<file path="config.mk">
export PLATFORM = sky130hd
export DESIGN_NAME = mul_div_unit
export DESIGN_NICKNAME = d
export VERILOG_FILES = /design/src/rtl/mul_div_unit.sv
export SDC_FILE = /design/constraint.sdc
export NUM_CORES = 1
export LEC_CHECK = 0
export BUFFER_PORTS_ARGS = -buffer_cell sky130_fd_sc_hd__buf_2
export CAP_MARGIN = 5
export CORE_MARGIN = 10
export CORE_UTILIZATION = 50
export CTS_CLUSTER_DIAMETER = 200
export DETAILED_ROUTE_END_ITERATION = 6
export GPL_TIMING_DRIVEN = 0
export PLACE_DENSITY = 0.69
export SLEW_MARGIN = 20
export SYNTH_ARGS = -nofsm -noshare
export SYNTH_HDL_FRONTEND = slang
export SYNTH_SLANG_ARGS = --single-unit
</file>
<file path="constraint.sdc">
create_clock -name clock -period 12.6 [get_ports clock]
set_input_delay 3.78 -clock clock [delete_from_list [all_inputs] [get_ports clock]]
set_output_delay 3.78 -clock clock [all_outputs]
set_load 0.03 [all_outputs]
</file>
<file path="src/rtl/mul_div_unit.sv">
// Iterative radix-2 multiply/divide unit with HI/LO result registers.
// Signed operations run on magnitudes and fix the result sign on the final iteration.
module mul_div_unit #(
    parameter int N     = 32,
    parameter int CNT_W = 6
) (
    input  logic         clock,
    input  logic         reset,
    input  logic         start,
    input  logic [1:0]   op,
    input  logic [N-1:0] inA,
    input  logic [N-1:0] inB,
    input  logic         hi_we,
    input  logic         lo_we,
    output logic         busy,
    output logic         done,
    output logic         div_by_zero,
    output logic [N-1:0] hi,
    output logic [N-1:0] lo
);

    localparam logic [1:0] IDLE = 2'd0;
    localparam logic [1:0] BUSY = 2'd1;
    localparam logic [1:0] DONE = 2'd2;

    logic [1:0]     state_q, state_d;
    logic [CNT_W-1:0] cnt_q, cnt_d;
    logic           is_div_q, is_div_d;
    logic           neg_q, neg_d;
    logic           neg_rem_q, neg_rem_d;
    logic           dbz_q, dbz_d;
    logic [N-1:0]   opnd_q, opnd_d;
    logic [2*N-1:0] acc_q, acc_d;
    logic [N-1:0]   hi_q, hi_d;
    logic [N-1:0]   lo_q, lo_d;

    logic [N-1:0]   abs_a, abs_b;
    logic [N:0]     mul_sum, trial;
    logic [2*N-1:0] mul_next, div_next, step, prod;
    logic [N-1:0]   quo, rem;

    // acc holds {partial product, multiplier} or {partial remainder, dividend/quotient}
    always_comb begin
        abs_a    = (op[0] && inA[N-1]) ? -inA : inA;
        abs_b    = (op[0] && inB[N-1]) ? -inB : inB;
        mul_sum  = {1'b0, acc_q[2*N-1:N]} + (acc_q[0] ? {1'b0, opnd_q} : '0);
        mul_next = {mul_sum, acc_q[N-1:1]};
        trial    = {acc_q[2*N-1:N], acc_q[N-1]} - {1'b0, opnd_q};
        div_next = trial[N] ? {acc_q[2*N-2:N-1], acc_q[N-2:0], 1'b0}
                            : {trial[N-1:0], acc_q[N-2:0], 1'b1};
        step     = is_div_q ? div_next : mul_next;
        prod     = neg_q ? -step : step;
        quo      = neg_q ? -step[N-1:0] : step[N-1:0];
        rem      = neg_rem_q ? -step[2*N-1:N] : step[2*N-1:N];
    end

    always_comb begin
        state_d   = state_q;
        cnt_d     = cnt_q;
        is_div_d  = is_div_q;
        neg_d     = neg_q;
        neg_rem_d = neg_rem_q;
        dbz_d     = dbz_q;
        opnd_d    = opnd_q;
        acc_d     = acc_q;
        hi_d      = hi_q;
        lo_d      = lo_q;
        case (state_q)
            IDLE: begin
                if (start) begin
                    is_div_d  = op[1];
                    dbz_d     = 1'b0;
                    neg_d     = op[0] & (inA[N-1] ^ inB[N-1]);
                    neg_rem_d = op[0] & inA[N-1];
                    if (op[1] && inB == '0) begin
                        state_d = DONE;
                        dbz_d   = 1'b1;
                        hi_d    = inA;
                        lo_d    = '1;
                    end else begin
                        state_d = BUSY;
                        cnt_d   = CNT_W'(N);
                        if (op[1]) begin
                            acc_d  = {{N{1'b0}}, abs_a};
                            opnd_d = abs_b;
                        end else begin
                            acc_d  = {{N{1'b0}}, abs_b};
                            opnd_d = abs_a;
                        end
                    end
                end else begin
                    if (hi_we) hi_d = inA;
                    if (lo_we) lo_d = inA;
                end
            end
            BUSY: begin
                acc_d = step;
                cnt_d = cnt_q - CNT_W'(1);
                if (cnt_q == CNT_W'(1)) begin
                    state_d = DONE;
                    if (is_div_q) begin
                        hi_d = rem;
                        lo_d = quo;
                    end else begin
                        hi_d = prod[2*N-1:N];
                        lo_d = prod[N-1:0];
                    end
                end
            end
            DONE:    state_d = IDLE;
            default: state_d = IDLE;
        endcase
    end

    always_ff @(posedge clock) begin
        if (!reset) begin
            state_q   <= IDLE;
            cnt_q     <= '0;
            is_div_q  <= 1'b0;
            neg_q     <= 1'b0;
            neg_rem_q <= 1'b0;
            dbz_q     <= 1'b0;
            opnd_q    <= '0;
            acc_q     <= '0;
            hi_q      <= '0;
            lo_q      <= '0;
        end else begin
            state_q   <= state_d;
            cnt_q     <= cnt_d;
            is_div_q  <= is_div_d;
            neg_q     <= neg_d;
            neg_rem_q <= neg_rem_d;
            dbz_q     <= dbz_d;
            opnd_q    <= opnd_d;
            acc_q     <= acc_d;
            hi_q      <= hi_d;
            lo_q      <= lo_d;
        end
    end

    assign busy        = (state_q == BUSY);
    assign done        = (state_q == DONE);
    assign div_by_zero = dbz_q;
    assign hi          = hi_q;
    assign lo          = lo_q;

endmodule

</file>
; Word-level counts from Yosys, hierarchy flattened
; Index checks and enable logic that the tools add are counted.
[classes]
order_cmp = 0
n_reduce_logical = 12
n_mul = 0
n_mux = 33
div = 0
n_shift = 0
addsub = 8
bitwise = 4
n_eq_ne = 9
[ops]
columns = op, count
row1 = two-way mux 32 bit, 17
row2 = two-way mux 64 bit, 5
row3 = negation 32 bit, 4
row4 = one-hot mux 32 bit (2 select lines), 2
row5 = one-hot mux 64 bit (2 select lines), 1
row6 = negation 64 bit, 1
row7 = adder 32 x 32 -> 33 bit, 1
row8 = subtractor 33 x 32 -> 33 bit, 1
row9 = logical NOT 32 bit, 1
row10 = two-way mux 6 bit, 2
row11 = one-hot mux 6 bit (2 select lines), 1
row12 = "inequality test 3 bit, second input constant", 3
row13 = AND reduction 4 bit, 2
row14 = "== test 6 x 1 -> 1 bit, second input constant", 1
row15 = two-way mux 2 bit, 3
row16 = AND reduction 3 bit, 2
row17 = "subtractor 6 x 1 -> 6 bit, second input constant", 1
row18 = "inequality test 2 bit, second input constant", 2
row19 = one-hot mux 2 bit (2 select lines), 1
row20 = AND reduction 2 bit, 2
row21 = logical AND 1 bit, 3
row22 = AND 1 bit, 2
row23 = "== test 2 x 1 -> 1 bit, second input constant", 1
row24 = "== test 2 bit, second input constant", 1
row25 = 6 further kinds, 6
[word_totals]
wordCells = 76
input_bits = 71
out_inout_bits = 67
ram_bits = 0
latch_bits = 0
regBits = 172
romBits = 0
mem_count = 0

; Depth between registers and ports, before layout
[logic_depth]
depth_word = 8
ltp_mapped = 24
ltp_nobuf = 22

; Worst setup path before layout
; OpenSTA, ideal clock, no wires.
[synth_timing]
path_type = input port to flip-flop
from = input inB[8]
to = register hi_q[27], in the netlist hi[27]
arrival_ps = 6864
slack_ps = 5662
path_buffers = 1
setup_ps = 74
path_stages = 12
required_ps = 12526
cell_sequence = or4_1 > or3_1 > or4_1 > nor2_2 > nand2_2 > nor4_2 > nor2_1 > nor3_1 > nand2b_1 > buf_2 > or4_1 > a31oi_1
[synth_via]
elab_chain_cells = 4
[synth_lines]
columns = item, line
row1 = from (decl), 12  ; input logic [N-1:0] inB,
row2 = logical NOT 32 bit, 75  ; if (op[1] && inB == '0) begin
row3 = logical AND 1 bit, 75
row4 = inequality test 3 bit (no line), n/a
row5 = AND reduction 4 bit (no line), n/a
row6 = to (signal assigned), 136  ; hi_q <= hi_d;
row7 = to (decl), 34  ; logic [N-1:0] hi_q, hi_d;
; Every way passes these cells.
; A chain may end at the register's enable or synchronous reset.

; Worst setup path after layout
[layout_timing]
from = input inB[8]
to = register hi_q[2], in the netlist hi[2]
; Same word-level chain as after synthesis.

==> flow_summary.json <==
{
  "clkPwrFrac_pct": 26.2,
  "yosysTopAreaCell": "dfxtp_1",
  "grt_max_degree": 17,
  "synth_area_leaders": "dfxtp_1, a21oi_1, nor2_1",
  "rows": 65,
  "grt_pass1_vias": 18396,
  "detail_route.wl_per_cell_um": 28.1,
  "cp-start-kind": "input port",
  "post-cts-setup-buffers": 0,
  "dieArea_um2": 39900,
  "syn-cell-area_um2": 16200,
  "slew-limit-headroom_pct": 22.2,
  "switching_power_mw": 1.04,
  "hold_violations": 0,
  "syn_avg_cell_area_um2": 7.08,
  "stdcell_count": 2851,
  "die_height_um": 200,
  "drt-vias-per-instance": 6.85,
  "post-route-min-period_ps": 7770,
  "fillCellCount": 3151,
  "cts.clk_slew.worst_paths_ps": 80,
  "fin_total_pwr_mw": 2.29,
  "grt_util_all_layers_pct": 39.2,
  "dp.cells": 2818,
  "drtPass1Iterations": 7,
  "final_layout_size_suffix_gt1_share_pct": 11.9,
  "power_switching_share_pct": 45.4,
  "final.setup.tns_ps": 0,
  "pwr-share-seq_pct": 29.2,
  "hp-class": "flop to flop",
  "finalSetupViolCount": 0,
  "crit_type": "input port to flop",
  "synth.most_common_cell": "nor2_1",
  "vias": 19533,
  "grt_pass1_wl_mm": 116,
  "syn-num-nets": 2425,
  "comb_power_share_pct": 44.6,
  "drt_iter0_markers": 2839,
  "worstMarginPinSlew_ps": 1170,
  "clk_latency_ps": 470,
  "power.leakage_nw": 7.26,
  "multi_input_area_um2": 11800,
  "cts_root_buf": "clkbuf_16",
  "maxCapViolations": 0,
  "ctsResizeCount": 0,
  "netlist_instances": 2282,
  "dp_hpwl_mm": 65.4,
  "p_int_mw": 1.25,
  "die_x_um": 200,
  "synth_warnings": 0,
  "seq_area_um2": 3440,
  "cts_tree": "done",
  "async_flop_share_pct": 0,
  "skew_ps": 19.2,
  "overflow": 0,
  "synth_cell_type_count": 110,
  "ctsHtreeMaxLevel": 4,
  "rsz0062_at_grt": "no",
  "cts-buffers-inserted": 17,
  "post-route-period-util_pct": 61.7,
  "synth.ff_latch_count": 172,
  "place_congestion": 1.05,
  "synth_top_cell_area_share_pct": 21.3,
  "nNetsFinal": 2578,
  "clock_path_buffers": 2,
  "yosysSeqAreaShare_pct": 21.3,
  "portBuffers": 134,
  "hold_buffers": 0,
  "powerDensity_nw_per_um2": 127,
  "area_growth_pct": 11.2,
  "outcome": "complete, no violations",
  "netlist_top_cells_count": "nor2_1, nand2_1, a21oi_1",
  "drv_slew": 0,
  "cp-end-kind": "flop",
  "ant_nets": 0,
  "ir_worst_vdd_uv": 109,
  "initial_utilization_pct": 51.0,
  "worstPathRequired_ps": 13000,
  "timing.fmax_mhz": 129,
  "path_max_fanout": 10,
  "drt_wl_total_mm": 80.2,
  "core_um2": 31700,
  "arrival_ps": 8170,
  "clock_sinks": 172,
  "ys.flop_type": "dfxtp_1",
  "drc": 0,
  "synth_edf_count": 0,
  "antenna_found_initial": 2,
  "io_pins": 138
}
-- stage by stage --
stage | cell area [um^2] | util [%] | hold WS [ps] | setup WS, ps
after floorplan | 16200 | - | 446 | 5660
after global placement | 17300 | 54.7 | 443 | 4650
after detailed placement | 17300 | 54.7 | 448 | 4590
after CTS | 18000 | 56.7 | 460 | 5060
after global routing | 18000 | 56.7 | 485 | 4810
final | 18000 | 56.7 | 461 | 4830
-- flip-flops by register name (all words and copies together) (netlist names) --
name and cells:
acc_q 64, cnt_q 6, div_by_zero 1, hi 32
is_div_q 1, lo 32, neg_q 1, neg_rem_q 1
opnd_q 32, state_q 2
-- placed cells by master, fill, tap and decap left out, drive strengths merged, types with 46 or more instances in the layout --
cell type,n
a21oi,229
nand2,229
o21ai,163
xnor2,80
nor3,63
dfxtp,172
buf,178
xor2,68
and2,47
nor2,299
a211oi,68
nand3,46
inv,85
clkbuf,121
a31oi,58
ha,70
-- path summary, 6_finish.rpt --
check	end	depth (start not counted)	startpoint	slack (ps)
worst max register to register	hi[14]	23	acc_q[31]	5730
worst max-delay path	hi[2]	15	inB[8]	4830
worst min register to register	lo[8]	2	lo[8]	460
worst min-delay path	lo[8]	2	lo[8]	460
-- logic make-up (layout without fill, tap and decap cells) --
group / Yosys count / in the layout / synth area share (%)
xor gates and xnor gates: 148 / 148 / 8.02
AOI/OAI and AO/OA: 739 / 739 / 30.0
and+or+nand+nor: 875 / 875 / 26.1
buffers and inverters: 227 / 392 / 5.77
DFF: 172 / 172 / 21.3
other: 0 / 2 / 0
adders and majority gates: 72 / 72 / 5.67
muxes: 49 / 49 / 3.10
-- critical path: stages --
cell and delay (ps):
buf_2 110, or4_1 560, or3_1 380, or4_1 540
nor2_2 220, nand2_2 130, nor4_2 590, nor2_1 280
nor3_1 350, nand2b_1 90, buf_2 210, clkbuf_1 300
a211oi_1 450, a21oi_1 80, nor2_1 100
-- area by class of cell --
cell class / instances / share of cell area (%)
multi-input cells: 1883 / 65.6
flip-flops and latches: 172 / 19.2
repair buffers: 134 / 3.73
plain buffers: 148 / 3.54
well taps: 402 / 2.80
clock buffers: 17 / 2.37
inverters: 79 / 1.65
clock inverters: 14 / 1.16
diodes: 2 / 0.0278
-- power by group through the flow --
stage               sequential (mW)  combinational [mW]  clock (mW)
finish                        0.669                1.02       0.600
global route                  0.673                1.07       0.612
CTS                           0.664               0.978       0.591
detailed placement            0.676               0.974           0
global placement              0.673               0.966           0
floorplan                     0.719               0.577           0
-- routing by layer --
layer | track usage (%) | wire [um] | vias up
met4 | 28.9 | 6630 | 2
met2 | 60.2 | 34500 | 1406
met3 | 10.9 | 9850 | 375
met1 | 46.1 | 29200 | 9131
met5 | 0 | 19 | -
li1 | - | - | 8619
Power figures use the tool's default switching activity.
